==> src/rtl/uart_pkg.sv <==
// uart_pkg: shared types, constants and saturating-increment helper for the UART echo path
package uart_pkg;
   typedef enum logic [1:0] {IDLE, START, WAIT_BUSY, WAIT_DONE} echo_state_t;
   localparam int BYTE_W = 8;
   localparam logic [7:0] CNT_MAX = 8'hFF;
   function automatic logic [7:0] sat_inc(input logic [7:0] v);
      return (v == CNT_MAX) ? v : v + 8'd1;
   endfunction
endpackage

==> src/rtl/uart_fifo.sv <==
// uart_fifo: synchronous FIFO with wrap-bit pointers; a pop frees a slot for a same-cycle push
module uart_fifo #(
   parameter int DEPTH = 4,
   parameter int WIDTH = 8
) (
   input  logic                     clk,
   input  logic                     rst,
   input  logic                     i_push,
   input  logic [WIDTH-1:0]         i_din,
   input  logic                     i_pop,
   output logic [WIDTH-1:0]         o_dout,
   output logic                     o_full,
   output logic                     o_empty,
   output logic [$clog2(DEPTH):0]   o_level
);
   localparam int AW = $clog2(DEPTH);
   logic [WIDTH-1:0] r_mem [DEPTH];
   logic [AW:0] r_wr_ptr, r_rd_ptr;
   logic w_wr, w_rd;
   assign o_level = r_wr_ptr - r_rd_ptr;
   assign o_empty = (r_wr_ptr == r_rd_ptr);
   assign o_full  = (o_level == (AW+1)'(DEPTH));
   assign o_dout  = r_mem[r_rd_ptr[AW-1:0]];
   assign w_rd    = i_pop && !o_empty;
   assign w_wr    = i_push && (!o_full || w_rd);
   always_ff @(posedge clk) begin
      if (rst) begin
         r_wr_ptr <= '0;
         r_rd_ptr <= '0;
      end else begin
         if (w_wr) r_wr_ptr <= r_wr_ptr + (AW+1)'(1);
         if (w_rd) r_rd_ptr <= r_rd_ptr + (AW+1)'(1);
      end
   end
   always_ff @(posedge clk) begin
      if (w_wr) r_mem[r_wr_ptr[AW-1:0]] <= i_din;
   end
endmodule

==> src/rtl/uart_echo_ctl.sv <==
// uart_echo_ctl: buffers received bytes and hands them to the transmitter via start/busy,
// with saturating overflow and handshake-timeout counters.
module uart_echo_ctl import uart_pkg::*; #(
   parameter int DEPTH   = 4,
   parameter int TIMEOUT = 16
) (
   input  logic                    clk,
   input  logic                    rst,
   input  logic                    i_loopback_enable,
   input  logic                    i_rx_valid,
   input  logic [BYTE_W-1:0]       i_rx_data,
   input  logic                    i_tx_busy,
   output logic                    o_tx_start,
   output logic [BYTE_W-1:0]       o_tx_data,
   output logic [$clog2(DEPTH):0]  o_fifo_level,
   output logic [7:0]              o_ovf_count,
   output logic [7:0]              o_tmo_count,
   output logic                    o_tx_active
);
   localparam int TW = $clog2(TIMEOUT);
   echo_state_t r_state, w_next;
   logic [TW-1:0] r_timer;
   logic [BYTE_W-1:0] w_head;
   logic w_push, w_pop, w_full, w_empty, w_tmo;
   assign w_push = i_rx_valid && i_loopback_enable;
   assign w_tmo  = (r_state == WAIT_BUSY) && !i_tx_busy && (r_timer == TW'(TIMEOUT - 1));
   uart_fifo #(.DEPTH(DEPTH), .WIDTH(BYTE_W)) u_fifo (
      .clk     (clk),
      .rst     (rst),
      .i_push  (w_push),
      .i_din   (i_rx_data),
      .i_pop   (w_pop),
      .o_dout  (w_head),
      .o_full  (w_full),
      .o_empty (w_empty),
      .o_level (o_fifo_level)
   );
   always_ff @(posedge clk) begin
      r_state <= rst ? IDLE : w_next;
   end
   always_comb begin
      w_next = r_state;
      unique case (r_state)
         IDLE:      w_next = (!w_empty && !i_tx_busy) ? START : IDLE;
         START:     w_next = WAIT_BUSY;
         WAIT_BUSY: w_next = i_tx_busy ? WAIT_DONE : (w_tmo ? IDLE : WAIT_BUSY);
         WAIT_DONE: w_next = i_tx_busy ? WAIT_DONE : IDLE;
         default:   w_next = IDLE;
      endcase
   end
   always_comb begin
      w_pop       = (r_state == IDLE) && !w_empty && !i_tx_busy;
      o_tx_start  = (r_state == START);
      o_tx_active = (r_state != IDLE);
   end
   // A timed-out byte is simply abandoned; the FIFO already released it at the pop.
   always_ff @(posedge clk) begin
      if (rst) begin
         o_tx_data   <= '0;
         r_timer     <= '0;
         o_ovf_count <= '0;
         o_tmo_count <= '0;
      end else begin
         if (w_pop) o_tx_data <= w_head;
         r_timer <= (r_state == START) ? '0 :
                    (r_state == WAIT_BUSY && !i_tx_busy) ? r_timer + TW'(1) : r_timer;
         if (w_push && w_full && !w_pop) o_ovf_count <= sat_inc(o_ovf_count);
         if (w_tmo) o_tmo_count <= sat_inc(o_tmo_count);
      end
   end
endmodule

==> config.mk <==
export PLATFORM = sky130hd
export DESIGN_NAME = uart_echo_ctl
export DESIGN_NICKNAME = d
export VERILOG_FILES = /design/src/rtl/uart_pkg.sv /design/src/rtl/uart_fifo.sv /design/src/rtl/uart_echo_ctl.sv
export SDC_FILE = /design/constraint.sdc
export NUM_CORES = 1
export LEC_CHECK = 0
export BUFFER_PORTS_ARGS = -buffer_cell sky130_fd_sc_hd__buf_2
export CAP_MARGIN = 10
export CORE_MARGIN = 2
export CORE_UTILIZATION = 55
export DETAILED_ROUTE_END_ITERATION = 10
export PLACE_DENSITY = 0.77
export SYNTH_ARGS = -nofsm -noshare
export SYNTH_HDL_FRONTEND = slang
export SYNTH_SLANG_ARGS = --single-unit
==> constraint.sdc <==
create_clock -name clk -period 3.7 [get_ports clk]
set_input_delay 0.74 -clock clk [delete_from_list [all_inputs] [get_ports clk]]
set_output_delay 0.74 -clock clk [all_outputs]
set_load 0.05 [all_outputs]
After elaboration in Yosys (flattened, before gate mapping):

Memories as Yosys holds them, arrays and structs flattened. A register that Yosys moved wholly into a read port is not among the register bits.
Index checks and enable logic that the tools add are counted.

* word-level logic and storage cells: 50
* output and inout bits: 29
* memories: 1
* bits in writable memories: 32
* bits in registers: 28

Memory list
* u_fifo.r_mem: words 4, width 8, read ports 1, clocked after Yosys merged registers in 1, wr ports 1, RTL line uart_fifo.sv:17 `logic [WIDTH-1:0] r_mem [DEPTH];`

* add/subtract/negate cells: 6
* multiplexer cells: 7
* eq/ne operators: 8
* reductions and logical operators: 20
* bitwise logic cells: 2

Operators by type and width (number)
* 8-bit by 1-bit adder with 8-bit output (second input constant): 2
* 8-bit == test (second input constant): 2
* 1-bit logical AND: 10
* 2-bit one-hot mux with 4 select lines: 1
* 3-bit by 1-bit adder with 3-bit output (second input constant): 2
* 2-bit 2-to-1 mux: 3
* 4-bit by 1-bit adder with 4-bit output (second input constant): 1
* 2-bit == test (second input constant): 2
* 4-bit == test (second input constant): 1
* 1-bit logical NOT: 4
* 2-bit AND reduction: 2
* 3-bit == test: 1
* 3-bit == test (second input constant): 1
* 1-bit 2-to-1 mux: 3
* 3-bit subtractor: 1
* 2-bit by 1-bit == test with 1-bit output (second input constant): 1
* 2-bit logical NOT: 1
* 1-bit NOT: 2
* 2-bit nonzero test: 1
* 2-bit OR reduction: 1
* 1-bit logical OR: 1

Longest topological paths before layout:

* depth in word-level cells: 9
* gate-level depth with buffers: 10
* mapped depth without buffers: 9

Hierarchy:

A second synthesis with hierarchy kept.

* cells, all modules: 261
* area, all modules: 3086.7 um^2

By module, submodules not included
* uart_fifo: instances 1, area each 1677.9 um^2, cells an instance 95, sequential area each 1121.1 um^2
* uart_echo_ctl: instances 1, area each 1408.9 um^2, cells an instance 166, sequential area each 600.6 um^2

Worst setup path after synthesis:

OpenSTA, ideal clock, no wires.

* path kind: register to register
* from: register u_fifo.r_rd_ptr[1]
* to: register o_ovf_count[5]
* buffers on the path: 2
* setup slack: 632 ps
* stages on the path, launching flop included: 9
* required time: 3629 ps
* period minus slack after synthesis: 3068 ps
* arrival time: 2997 ps
* path through: dfxtp_1 clkbuf_1 inv_1 fa_1 nand3b_2 or4_1 buf_2 or4_1 a21oi_1

RTL lines
* from (decl): RTL line uart_fifo.sv:18 `logic [AW:0] r_wr_ptr, r_rd_ptr;`
* from (signal assigned): RTL line uart_fifo.sv:32 `if (w_rd) r_rd_ptr <= r_rd_ptr + (AW+1)'(1);`
* 3-bit subtractor: RTL line uart_fifo.sv:20 `assign o_level = r_wr_ptr - r_rd_ptr;`
* net o_fifo_level[1]: RTL line uart_echo_ctl.sv:15 `output logic [$clog2(DEPTH):0] o_fifo_level,`
* 3-bit == test: RTL line uart_fifo.sv:22 `assign o_full = (o_level == (AW+1)'(DEPTH));`
* 1-bit logical AND (2 in series): RTL line uart_echo_ctl.sv:67 `if (w_push && w_full && !w_pop) o_ovf_count <= sat_inc(o_ovf_count);`
* 2-bit AND reduction (no source line)
* to (signal assigned): RTL line uart_echo_ctl.sv:67
* to (decl): RTL line uart_echo_ctl.sv:16 `output logic [7:0] o_ovf_count,`

The timed path passes the listed nets, and every way through them passes these cells.
A chain may end at the register's enable or synchronous reset.

Worst setup path after layout:

* from: register u_fifo.r_rd_ptr[1]
* to: register o_ovf_count[5]

* word-level cells in the longest chain between the ends: 7

Ends and longest elaborated chain (RTL line)
* parallel branches: the longest is 5 deep, another holds 3-bit subtractor
* 1-bit logical AND (*): uart_echo_ctl.sv:67
* 2-bit AND reduction (no source line) (*)

Mark *: on every way between the ends.

==> results.py <==
metrics = {
    "floorplanning": {
        "chipWidth_um": 77.21,
        "core_um2": 5140,
        "start_util_pct": 57.35,
        "dieArea_um2": 5961,
        "die_y_um": 77.21,
        "ios": 42,
        "fp-row-count": 26,
    },
    "drt": {
        "drt_iter0_drc": 104,
        "vias": 1996,
        "drc_errors": 0,
        "drt_pre_antenna_iters": 4,
        "vias_per_cell": 5.424,
        "antenna_left": 0,
        "wl_per_cell_um": 14.14,
        "routed_wirelength_um": 5204,
    },
    "run": {
        "maxCapViolCount": 0,
    },
    "timing": {
        "period_share_pct": 78.94,
        "tightest_slew_ns": 0.7330,
        "setup-violations-final": 0,
        "max_freq_mhz": 342.4,
        "fin_crit_ns": 2.921,
        "finalHoldViolations": 0,
        "maxSlewHeadroom_pct": 50.84,
        "finClkSkew_ns": 0.008497,
        "finalSetupTns_ns": 0,
        "timing.hold.ws_ns": 0.4914,
        "rsz0062_at_grt": "false",
        "drv_slew": 0,
    },
    "yosys": {
        "synthDistinctLibCells": 45,
        "async_reset_ff_share_pct": 0,
        "synth_area_um2": 2948,
        "synth-edff-count": 32,
        "ys_ff_latch": 68,
        "ys_warn_count": 0,
        "synth-seq-area-share_pct": 57.05,
        "synthesis.instances": 248,
        "synth.avg_cell_area_um2": 11.89,
        "synth-main-ff-cell": "dfxtp_1",
        "syn_nets": 272,
    },
    "finish": {
        "fin_util_pct": 66.38,
        "fillers": 428,
        "nets": 317,
        "layout-drive-gt1-share_pct": 24.50,
        "final-seq-area_um2": 1682,
        "areaGrowthSynthToFinish_pct": 15.75,
        "antenna_cells": 0,
        "multi_input_area_um2": 1197,
    },
    "outcome": {
        "outcome": "finished clean",
    },
    "clock_network": {
        "ctsResizeCount": 0,
        "clockRootBuffer": "clkbuf_8",
        "cts_setup_buffers": 0,
        "cts_max_path_buffers": 2,
        "cts_tree": "yes",
        "cts_sinks": 68,
        "path_clk_slew_ns": 0.07,
        "htreeDepth": 3,
        "cts_made_buffers": 9,
        "cts_hold_buf": 0,
        "clk_latency_ns": 0.34,
    },
    "worst_hold_path": {
        "hp-class": "register to register",
    },
    "setup_path": {
        "end_kind": "register",
        "start_kind": "register",
        "path_max_fanout": 10,
        "cp.required_ns": 3.97,
        "worst-setup-path-type": "register to register",
        "cp_data_arrival_time_ns": 3.20,
    },
    "global_routing": {
        "grt_max_degree": 38,
        "grt_pass1_wl_um": 8590,
        "antenna_found_initial": 0,
        "gr-usage-all-layers_pct": 18.98,
        "grt.overflow.total": 0,
        "grt_pass1_vias": 1832,
    },
    "place": {
        "portBuffers": 41,
        "place_congestion": 0.8034,
        "hpwl_um": 3521,
    },
    "power": {
        "power_density_nw_per_um2": 535.2,
        "power_leakage_nw": 1.299,
        "ir_worst_vdd_mv": 0.3785,
    },
}
## Yosys cell counts (2+ instances only)
cell type / n / area [um^2]
nor3_1: 4 / 20.02
xnor2_1: 6 / 52.55
xor2_1: 4 / 35.03
nor2_1: 33 / 123.9
mux4_2: 8 / 180.2
dfxtp_1: 36 / 720.7
a311oi_1: 2 / 17.52
or3_1: 3 / 18.77
mux2i_1: 11 / 110.1
o21ai_0: 4 / 20.02
and4_1: 2 / 17.52
a21oi_1: 17 / 85.08
clkbuf_1: 6 / 22.52
nor2b_1: 3 / 18.77
or4_1: 2 / 15.01
nand2_1: 14 / 52.55
buf_2: 3 / 15.01
edfxtp_1: 32 / 960.9
inv_1: 9 / 33.78
nor3b_1: 2 / 15.01
or2_2: 2 / 12.51
a31oi_1: 3 / 18.77
nand4_1: 2 / 12.51
nand3_1: 7 / 35.03
and2_1: 4 / 25.02
ha_1: 10 / 125.1
## registers in the layout (all words and copies together) (netlist names)
signal,count
o_ovf_count,8
o_tmo_count,8
o_tx_data,8
r_state,2
r_timer,4
u_fifo.r_mem,32
u_fifo.r_rd_ptr,3
u_fifo.r_wr_ptr,3
## per-stage QoR
stage	area (um^2)	worst slack, ns	total power, W	instances
after floorplan	2948	0.6323	0.001178	248
after global placement	3228	0.8699	0.001260	352
after detailed placement	3228	0.7904	0.001266	352
after CTS	3412	0.7641	0.001842	368
after global routing	3412	0.5726	0.001914	368
final	3412	0.7793	0.001826	368
## routing by layer
metal | vias to the layer above | wire length [um] | track usage, %
met5 | - | 0 | 0
met4 | 0 | 129 | 10.36
met3 | 13 | 255 | 5.176
met2 | 40 | 2398 | 28.52
met1 | 949 | 2420 | 25.04
li1 | 994 | - | -
## placed cells by master (no fill, tap or decap), types with 2 or more instances in the layout
cell type	Yosys	routed
dfxtp_1	36	36
nor3_1	4	4
or4_1	2	2
a31oi_1	3	3
nor3b_1	2	2
inv_1	9	9
clkbuf_8	0	9
a21oi_1	17	17
nand2_1	14	14
and4_1	2	2
buf_4	0	3
mux4_2	8	8
ha_1	10	10
nor2b_1	3	3
mux2i_1	11	11
nand3_1	7	7
nor2_1	33	33
and2_1	4	4
xor2_1	4	4
nand4_1	2	2
or3_1	3	3
buf_2	3	41
xnor2_1	6	6
o21ai_0	4	4
edfxtp_1	32	32
or2_2	2	2
clkbuf_1	6	2
## kinds of logic after synthesis
family          after synthesis  share of synthesized area [%]
simple gates                 87                          14.98
fa+ha+maj                    11                          4.924
buf+inv                      19                          2.546
xor+xnor                     11                          3.777
flops                        68                          57.05
mux                          20                          10.23
compound gates               32                          6.495
## critical path, cell delays in order, from the launching register on
cell	delay [ns]
dfxtp_1	0.60
inv_1	0.18
fa_1	0.46
xnor3_2	0.25
nand3b_2	0.09
or4_1	0.61
or4_1	0.51
a21oi_1	0.14
## final timing paths
check	start	to	slack, ns	depth (start not counted)
max	u_fifo.r_rd_ptr[1]$_SDFFE_PP0P_	o_ovf_count[5]$_SDFFE_PP0P_	0.78	7
min reg2reg	o_tx_data[4]$_SDFFE_PP0P_	o_tx_data[4]$_SDFFE_PP0P_	0.49	2
max reg2reg	u_fifo.r_rd_ptr[1]$_SDFFE_PP0P_	o_ovf_count[5]$_SDFFE_PP0P_	0.78	7
min	o_tx_data[4]$_SDFFE_PP0P_	o_tx_data[4]$_SDFFE_PP0P_	0.49	2
## layout make-up
| cell class | instances | area share, % |
|---|---|---|
| Inverter | 9 | 0.9901 |
| Sequential cell | 68 | 49.28 |
| Clock inverter | 5 | 1.540 |
| Clock buffer | 11 | 3.850 |
| Multi-Input combinational cell | 161 | 35.09 |
| Tap cell | 70 | 2.567 |
| Timing Repair Buffer | 44 | 6.674 |
## report_power, final
| group | internal, W | switching [W] |
|---|---|---|
| sequential | 0.000827 | 0.0000303 |
| clock | 0.000308 | 0.000270 |
| combinational | 0.000139 | 0.000251 |
| total | 0.00127 | 0.000552 |
Note: power is estimated with default switching activity, not from simulation.
